### config.mk
export PLATFORM = sky130hd
export DESIGN_NAME = ring_freq_counter
export DESIGN_NICKNAME = d
export VERILOG_FILES = /design/src/rtl/ring_freq_counter.sv
export SDC_FILE = /design/constraint.sdc
export NUM_CORES = 1
export LEC_CHECK = 0
export ABC_CLOCK_PERIOD_IN_PS = 2650
export BUFFER_PORTS_ARGS = -buffer_cell sky130_fd_sc_hd__buf_2
export CORE_ASPECT_RATIO = 0.7
export CORE_MARGIN = 2
export CORE_UTILIZATION = 45
export CTS_BUF_LIST = sky130_fd_sc_hd__clkbuf_8
export CTS_CLUSTER_DIAMETER = 150
export CTS_CLUSTER_SIZE = 40
export DETAILED_ROUTE_END_ITERATION = 16
export GPL_TIMING_DRIVEN = 0
export MAX_ROUTING_LAYER = met4
export PLACE_DENSITY = 0.68
export SYNTH_ARGS = -nofsm -noshare
export SYNTH_HDL_FRONTEND = slang
export SYNTH_SLANG_ARGS = --single-unit
### constraint.sdc
create_clock -name clk -period 2.65 [get_ports clk]
set_input_delay 0.1325 -clock clk [delete_from_list [all_inputs] [get_ports clk]]
set_output_delay 0.1325 -clock clk [all_outputs]
set_load 0.02 [all_outputs]
### src/rtl/ring_freq_counter.sv
// Gated edge counter for a divided ring-oscillator: counts synchronized rising
// edges of osc_in over a programmable clk window. Define RING_FREQ_SATURATE_EN to saturate.
module ring_freq_counter #(
  parameter int CNT_W  = 16,
  parameter int GATE_W = 16
) (
  input  logic              clk,
  input  logic              rst_n,
  input  logic              osc_in,
  input  logic              start,
  input  logic [GATE_W-1:0] gate_len,
  output logic              busy,
  output logic              done,
  output logic [CNT_W-1:0]  result,
  output logic              overflow
);

  typedef enum logic [1:0] {
    IDLE = 2'd0,
    GATE = 2'd1,
    DONE = 2'd2
  } state_e;

  localparam logic [CNT_W-1:0] CNT_MAX = '1;

  state_e            state_q, state_d;
  logic [2:0]        sync_q;
  logic              ready_q;
  logic [GATE_W-1:0] win_q, win_d;
  logic [CNT_W-1:0]  cnt_q, cnt_d;
  logic [CNT_W-1:0]  result_q, result_d;
  logic              ovf_q, ovf_d;
  logic              edge_pulse;
  logic              accept;

  // sync_q[1:0] is the metastability synchronizer; sync_q[2] delays for edge detect.
  assign edge_pulse = sync_q[1] & ~sync_q[2];
  // ready_q masks start for the first cycle after reset release.
  assign accept     = ready_q & start & (state_q != GATE);

  always_comb begin
    // NOTE: every variable gets a default first so no path can infer a latch.
    state_d  = state_q;
    win_d    = win_q;
    cnt_d    = cnt_q;
    result_d = result_q;
    ovf_d    = ovf_q;
    unique case (state_q)
      IDLE, DONE: begin
        if (accept) begin
          state_d = GATE;
          win_d   = (gate_len == '0) ? GATE_W'(1) : gate_len;
          cnt_d   = '0;
          ovf_d   = 1'b0;
        end else begin
          state_d = IDLE;
        end
      end
      GATE: begin
        if (edge_pulse) begin
          if (cnt_q == CNT_MAX) begin
            ovf_d = 1'b1;
`ifdef RING_FREQ_SATURATE_EN
            cnt_d = CNT_MAX;
`else
            cnt_d = '0;
`endif
          end else begin
            cnt_d = cnt_q + CNT_W'(1);
          end
        end
        // Last window cycle: the edge seen this cycle is folded into the result.
        if (win_q == GATE_W'(1)) begin
          state_d  = DONE;
          result_d = cnt_d;
        end else begin
          win_d = win_q - GATE_W'(1);
        end
      end
      default: state_d = IDLE;
    endcase
  end

  always_ff @(posedge clk or negedge rst_n) begin
    if (!rst_n) begin
      state_q  <= IDLE;
      sync_q   <= '0;
      ready_q  <= 1'b0;
      win_q    <= '0;
      cnt_q    <= '0;
      result_q <= '0;
      ovf_q    <= 1'b0;
    end else begin
      // NOTE: non-blocking assignments so all flops update from pre-edge values.
      state_q  <= state_d;
      sync_q   <= {sync_q[1:0], osc_in};
      ready_q  <= 1'b1;
      win_q    <= win_d;
      cnt_q    <= cnt_d;
      result_q <= result_d;
      ovf_q    <= ovf_d;
    end
  end

  assign busy     = (state_q == GATE);
  assign done     = (state_q == DONE);
  assign result   = result_q;
  assign overflow = ovf_q;

endmodule

==> flow_metrics.py, run 1 <==
metrics = {
    "global_routing": {
        "grt_overflow_total": 0,
        "grt_max_degree": 56,
        "first_global_vias": 2436,
        "track_usage": 0.2285,
        "grt_pass1_wl_mm": 12.27,
        "grt_antenna_before_repair": 0,
    },
    "setup_path": {
        "critPathTopFamily": "buffers and inverters",
        "slowest_stage": "clkbuf_1",
        "critPathMaxStageDelay_ns": 0.58,
        "startpoint_type": "flip-flop",
        "cp.required_ns": 2.52,
        "crit_arrival_ns": 2.23,
        "path_class": "reg -> out",
        "path_max_fanout": 10,
        "cp_common_cell": "clkbuf_1",
        "path_cells": "nand2b_1, inv_1, clkbuf_1, clkbuf_1, buf_2",
        "cp-end-kind": "output pin",
        "critPathBufInv": 4,
    },
    "placed_design": {
        "gp_congestion": 0.8774,
        "hpwl_mm": 5.360,
        "port_buffers": 38,
        "dp.cells": 437,
    },
    "pwr": {
        "vdd_ir_drop_max_uv": 267.8,
        "switching_power_mw": 0.6673,
        "p_int_mw": 1.299,
        "swShare": 0.3394,
        "pwr_density_cell_nw_per_um2": 595.1,
        "power.total_mw": 1.966,
        "clkPwrFrac": 0.231,
        "seqPwrFrac": 0.536,
        "p_leak_nw": 1.465,
        "p_comb_frac": 0.233,
    },
    "routing": {
        "vias_per_cell": 5.913,
        "drt_iter0_drc": 271,
        "routed_wl_mm": 7.397,
        "avgRoutedWirePerCell_um": 16.55,
        "antenna_left": 0,
        "drtPass1Iterations": 5,
        "route.detailed.drc": 0,
        "num_vias": 2643,
    },
    "die": {
        "die_area_sq_um": 7122,
        "io_pins": 39,
        "die_y_um": 71.21,
        "core_sq_um": 6246,
        "die_x_um": 100.0,
        "row_count": 24,
        "start_util": 0.4649,
    },
    "logic_synthesis": {
        "yosys_register_bits": 55,
        "syn_nets": 344,
        "synthFlopType": "dfrtp_1",
        "synth_simple_gate_area_frac": 0.2314,
        "synthAdderAreaFrac": 0.01293,
        "synth-seq-area-share": 0.4739,
        "synth_area_sq_um": 2904,
        "synthCells": 321,
        "synth-xor-area-share": 0.04826,
        "synth_cell_types": 59,
        "synth.mux.area_fraction": 0.006894,
        "synth_edf_count": 0,
        "synthArstFlopShare": 1.000,
        "synth_top_family_by_area": "simple AND/OR/NAND/NOR gates",
        "ys_warn_count": 0,
        "synth_compound_area_frac": 0.1909,
        "synth_area_per_cell_sq_um": 9.047,
    },
    "cells_and_area": {
        "multiInputGateArea_sq_um": 1436,
        "fin_cells": 447,
        "final_common_cell": "dfrtp_1",
        "syn_to_final_growth_pct": 13.79,
        "regArea_sq_um": 1376,
        "num_antenna_cells": 0,
        "utilization": 0.5290,
        "n_fill_cell": 605,
        "final_cell_mix": "dfrtp_1 (55), nand2_1 (52), buf_2 (41)",
        "final_nets": 391,
        "layout-drive-gt1-share": 0.1707,
    },
    "timing": {
        "tightest_slew_ns": 0.7581,
        "slew_headroom": 0.4899,
        "period_needed_ns": 2.365,
        "final_max_slew_viol_count": 0,
        "post-route-period-util": 0.8925,
        "setup_viol": 0,
        "max_freq_mhz": 422.8,
        "fin_tns_setup_ns": 0,
        "skew_ns": 0.004330,
        "hold_viol": 0,
        "whs_ns": 0.04647,
        "rsz0062_at_grt": "false",
    },
    "clock_network": {
        "cts_sinks": 55,
        "clkTransAtPathRegs_ns": 0.10,
        "cts-htree-levels": 2,
        "cts_made_buffers": 5,
        "cts_max_path_buffers": 2,
        "clk_latency_ns": 0.31,
        "root_buffer": "clkbuf_8",
        "cts_tree": "yes",
        "post_cts_buffers": 0,
    },
    "run_status": {
        "status": "complete, no violations",
    },
    "run": {
        "cap_violations": 0,
    },
    "min_path": {
        "hold_path_class": "in -> reg",
    },
}
[power by group through the flow]
stage	Clock (mW)	Sequential (mW)	Combinational, mW
2_1_floorplan	0	1.04	0.333
3_3_place_gp	0	1.06	0.426
3_5_place_dp	0	1.07	0.445
4_1_cts	0.460	1.05	0.448
5_1_grt	0.495	1.07	0.517
6_report	0.455	1.05	0.458
[through the flow]
stage	setup slack [ns]	instance area [sq um]
2_1_floorplan	0.5949	2904
3_3_place_gp	0.2183	3192
3_5_place_dp	0.1536	3192
4_1_cts	0.1375	3283
5_1_grt	0.1565	3304
6_report	0.2849	3304
[area by class of cell]
class                           instances  share of cell area
Multi-Input combinational cell        244              0.4347
Clock buffer                            5             0.02083
Clock inverter                          3            0.003786
Timing Repair Buffer                   40             0.06437
Sequential cell                        55              0.4165
Tap cell                               78             0.02953
Buffer                                 15             0.02120
Inverter                                7            0.009087
[kinds of logic after synthesis]
family                   after synthesis
buffers and inverters                 22
adder cells (fa/ha/maj)                3
multiplexers                           2
flip-flops                            55
other                                  1
XOR/XNOR                              16
AO/OA/AOI/OAI                         87
AND/OR/NAND/NOR                      135
[flip-flops by register name, summed over array words and instances, names as in the netlist]
register,cells
overflow,1
cnt_q,16
result,16
ready_q,1
sync_q,3
win_q,16
state_q,2
[layer usage]
metal,wire [um],vias up,global-route usage
li1,-,1254,-
met2,3114,107,0.3101
met5,0,-,-
met4,78,0,0.06240
met1,3651,1275,0.3493
met3,552,7,0.04390
[cells in the mapped netlist, types with 2 or more instances]
master / count / area, sq um
xor2_1: 8 / 70.07
o21ai_1: 2 / 10.01
nor3_1: 12 / 60.06
a31oi_1: 8 / 50.05
ha_1: 3 / 37.54
a221oi_1: 2 / 17.52
a2bb2oi_1: 2 / 17.52
o21ai_0: 26 / 130.1
nor2b_1: 2 / 12.51
buf_2: 4 / 20.02
clkbuf_1: 9 / 33.78
or3_1: 5 / 31.28
o22a_1: 3 / 26.28
nand4b_1: 2 / 17.52
o22ai_1: 7 / 43.79
nand2b_1: 4 / 25.02
nand4_1: 4 / 25.02
dfrtp_1: 55 / 1376
xnor2_1: 8 / 70.07
and3_1: 2 / 12.51
or4_4: 2 / 22.52
inv_1: 5 / 18.77
mux2i_1: 2 / 20.02
or2_2: 2 / 12.51
a211oi_1: 3 / 22.52
nand3_1: 8 / 40.04
nor2_1: 21 / 78.83
nand2_1: 52 / 195.2
nand3b_1: 2 / 15.01
a22oi_1: 2 / 15.01
nor4_1: 9 / 56.30
o31ai_1: 2 / 15.01
a21oi_1: 17 / 85.08
[timing repair]
action	CTS	global route
hold endpoints to repair	1	55
gates resized for setup	0	1
endpoints found under the setup margin	0	6
hold buffers	1	1
[worst reg2reg max path, stage by stage (launching register included)]
cell	delay, ns
dfrtp_1	0.44
ha_1	0.22
nand3_1	0.18
nor4_4	0.61
a21oi_1	0.18
clkbuf_1	0.26
a31oi_1	0.23
a31oi_1	0.06
[final timing paths]
kind | depth (start not counted) | from | to | slack, ns
max | 5 | state_q[1]$_DFFE_PN0P_ | busy | 0.28
max reg2reg | 7 | cnt_q[0]$_DFFE_PN0P_ | cnt_q[11]$_DFFE_PN0P_ | 0.34
min in group asynchronous | 2 | rst_n | win_q[1]$_DFFE_PN0P_ | 0.40
max in group asynchronous | 2 | rst_n | cnt_q[11]$_DFFE_PN0P_ | 1.79
min reg2reg | 0 | sync_q[0]$_DFF_PN0_ | sync_q[1]$_DFF_PN0_ | 0.36
min | 3 | gate_len[3] | win_q[3]$_DFFE_PN0P_ | 0.05
Note: power is estimated with default switching activity, not from simulation.
==> run 2, diff against run 1 <==
Settings changed: ABC_CLOCK_PERIOD_IN_PS 2650 to 2050, PLACE_DENSITY 0.68 to 0.7.
Clock period 2.65 ns to 2.05 ns, I/O delays scaled along.
==> flow_metrics.py, run 2 (synthesis gave the netlist of run 1 again) <==
metrics = {
    "run_status": {
        "status": "finished with violations",
        "violations": "setup timing",
    },
    "timing": {
        "hold_viol": 0,
        "final_max_slew_viol_count": 0,
        "period_needed_ns": 2.220,
        "tightest_slew_ns": 0.7043,
        "max_freq_mhz": 450.4,
        "skew_ns": 0.01671,
        "finalWorstSetupSlack_ns": -0.1705,
        "whs_ns": 0.01104,
        "post-route-period-util": 1.083,
        "slew_headroom": 0.5305,
        "rsz0062_at_grt": "true",
        "setup_viol": 31,
    },
    "global_routing": {
        "grt_antenna_before_repair": 0,
        "grt_max_degree": 56,
        "grt_overflow_total": 0,
        "track_usage": 0.2385,
        "grt_pass1_wl_mm": 12.90,
        "met3_usage": 0.03610,
        "grtUsageMet2": 0.3176,
        "grt_most_used_layer": "met1",
        "first_global_vias": 2516,
        "use_met1": 0.3764,
    },
    "setup_path": {
        "rr_endpoint": "result[15]$_DFFE_PN0P_",
        "startpoint_type": "flip-flop",
        "path_max_fanout": 7,
        "path_class": "reg -> reg",
        "r2r_cells": 5,
        "r2r-start": "win_q[2]$_DFFE_PN0P_",
        "cp-end-kind": "flip-flop",
        "r2r_slack_ns": -0.17,
        "crit_arrival_ns": 2.43,
        "cp.required_ns": 2.26,
    },
    "placed_design": {
        "pre_cts_ws_ns": -0.5084,
        "dpl_cell_area_sq_um": 3192,
        "gp_congestion": 0.8719,
        "port_buffers": 38,
        "hpwl_mm": 5.266,
    },
    "die": {
        "die_x_um": 100.0,
        "start_util": 0.4649,
        "io_pins": 39,
        "die_area_sq_um": 7122,
        "die_y_um": 71.21,
        "core_sq_um": 6246,
        "row_count": 24,
    },
    "routing": {
        "num_vias": 2736,
        "route.detailed.drc": 0,
        "vias_per_cell": 5.922,
        "avgRoutedWirePerCell_um": 17.55,
        "routed_wl_mm": 8.107,
        "antenna_left": 0,
        "drt_iter0_drc": 263,
        "drtPass1Iterations": 5,
    },
    "cells_and_area": {
        "layout-drive-gt1-share": 0.3307,
        "final_common_cell": "dfrtp_1",
        "final_nets": 406,
        "final_area_sq_um": 3727,
        "n_fill_cell": 563,
        "syn_to_final_growth_pct": 28.35,
        "final_cell_mix": "dfrtp_1 (52), buf_2 (39), nand2_1 (39)",
        "num_antenna_cells": 0,
    },
    "pwr": {
        "swShare": 0.3440,
        "switching_power_mw": 0.9667,
        "clkPwrFrac": 0.273,
        "seqPwrFrac": 0.487,
        "p_int_mw": 1.843,
        "p_leak_nw": 1.642,
        "p_comb_frac": 0.240,
        "vdd_ir_drop_max_uv": 420.3,
        "pwr_density_cell_nw_per_um2": 753.9,
    },
    "min_path": {
        "min_to": "win_q[3]$_DFFE_PN0P_",
        "holdPathStages": 3,
        "hold_path_class": "in -> reg",
        "hp-start": "gate_len[3]",
    },
    "clock_network": {
        "cts-htree-levels": 2,
        "cts_made_buffers": 5,
        "clk_latency_ns": 0.32,
        "cts_max_path_buffers": 2,
        "cts_sinks": 55,
        "root_buffer": "clkbuf_8",
        "cts_tree": "yes",
        "clkTransAtPathRegs_ns": 0.11,
    },
    "run": {
        "cap_violations": 0,
    },
}
## run 2: cell types whose count changed in the layout (fill, tap and decap cells not counted), sizes merged
cell / delta
buf: +15
bufinv: +1
clkinv: -1
## run 2: layer usage
metal  up-vias  wire (um)
li1       1289          -
met1      1320       3912
met2       115       3574
met3        12        537
met4         0         82
met5         -          0
## run 2: worst max path at each step
stage | from | slack (ns) | depth (start not counted) | endpoint
final | win_q[2]$_DFFE_PN0P_ | -0.17 | 5 | result[15]$_DFFE_PN0P_
after global routing | win_q[3]$_DFFE_PN0P_ | -0.20 | 5 | result[15]$_DFFE_PN0P_
after CTS | win_q[2]$_DFFE_PN0P_ | -0.12 | 5 | result[15]$_DFFE_PN0P_
after detailed placement | cnt_q[0]$_DFFE_PN0P_ | -0.51 | 7 | cnt_q[11]$_DFFE_PN0P_
after global placement | cnt_q[0]$_DFFE_PN0P_ | -0.42 | 7 | cnt_q[11]$_DFFE_PN0P_
after floorplan | win_q[2]$_DFFE_PN0P_ | 0.02 | 6 | win_q[11]$_DFFE_PN0P_
## run 2: critical path: stages, from the launching register on
cell,delay [ns]
dfrtp_2,0.46
or4_4,0.55
or4_4,0.47
nand2b_4,0.25
and2_4,0.17
a31o_2,0.20
## run 2: cell type report
class	instances	area, sq um	share of cell area
clock inverters	3	47.55	0.01276
plain buffers	14	90.09	0.02417
inverters	7	36.28	0.009735
well taps	78	97.59	0.02618
flip-flops and latches	55	1380	0.3703
repair buffers	56	354.1	0.09500
multi-input cells	244	1653	0.4434
clock buffers	5	68.82	0.01846
## run 2: what timing repair did
action,in CTS,in global routing
cloned,1,1
hold buffers,1,1
setup endpoints to repair,43,47
pin swaps,8,18
endpoints found under the hold margin,1,55
resized for setup,36,50
setup buffers,7,7
## run 2: stage by stage
stage / utilization / TNS (ns) / cells / total power [mW]
5_1_grt: 0.5968 / -3.686 / 462 / 2.970
3_5_place_dp: 0.5110 / -7.984 / 437 / 1.949
3_3_place_gp: 0.5110 / -6.131 / 437 / 1.924
2_1_floorplan: - / 0 / 321 / 1.777
6_report: 0.5968 / -2.545 / 462 / 2.810
4_1_cts: 0.5567 / -1.752 / 454 / 2.740
## run 2: power by group through the flow
stage	clock (mW)	combinational (mW)	sequential (mW)
after global routing	0.816	0.762	1.39
after floorplan	0	0.430	1.35
after detailed placement	0	0.568	1.38
after CTS	0.767	0.612	1.36
after global placement	0	0.551	1.37
final	0.768	0.674	1.37
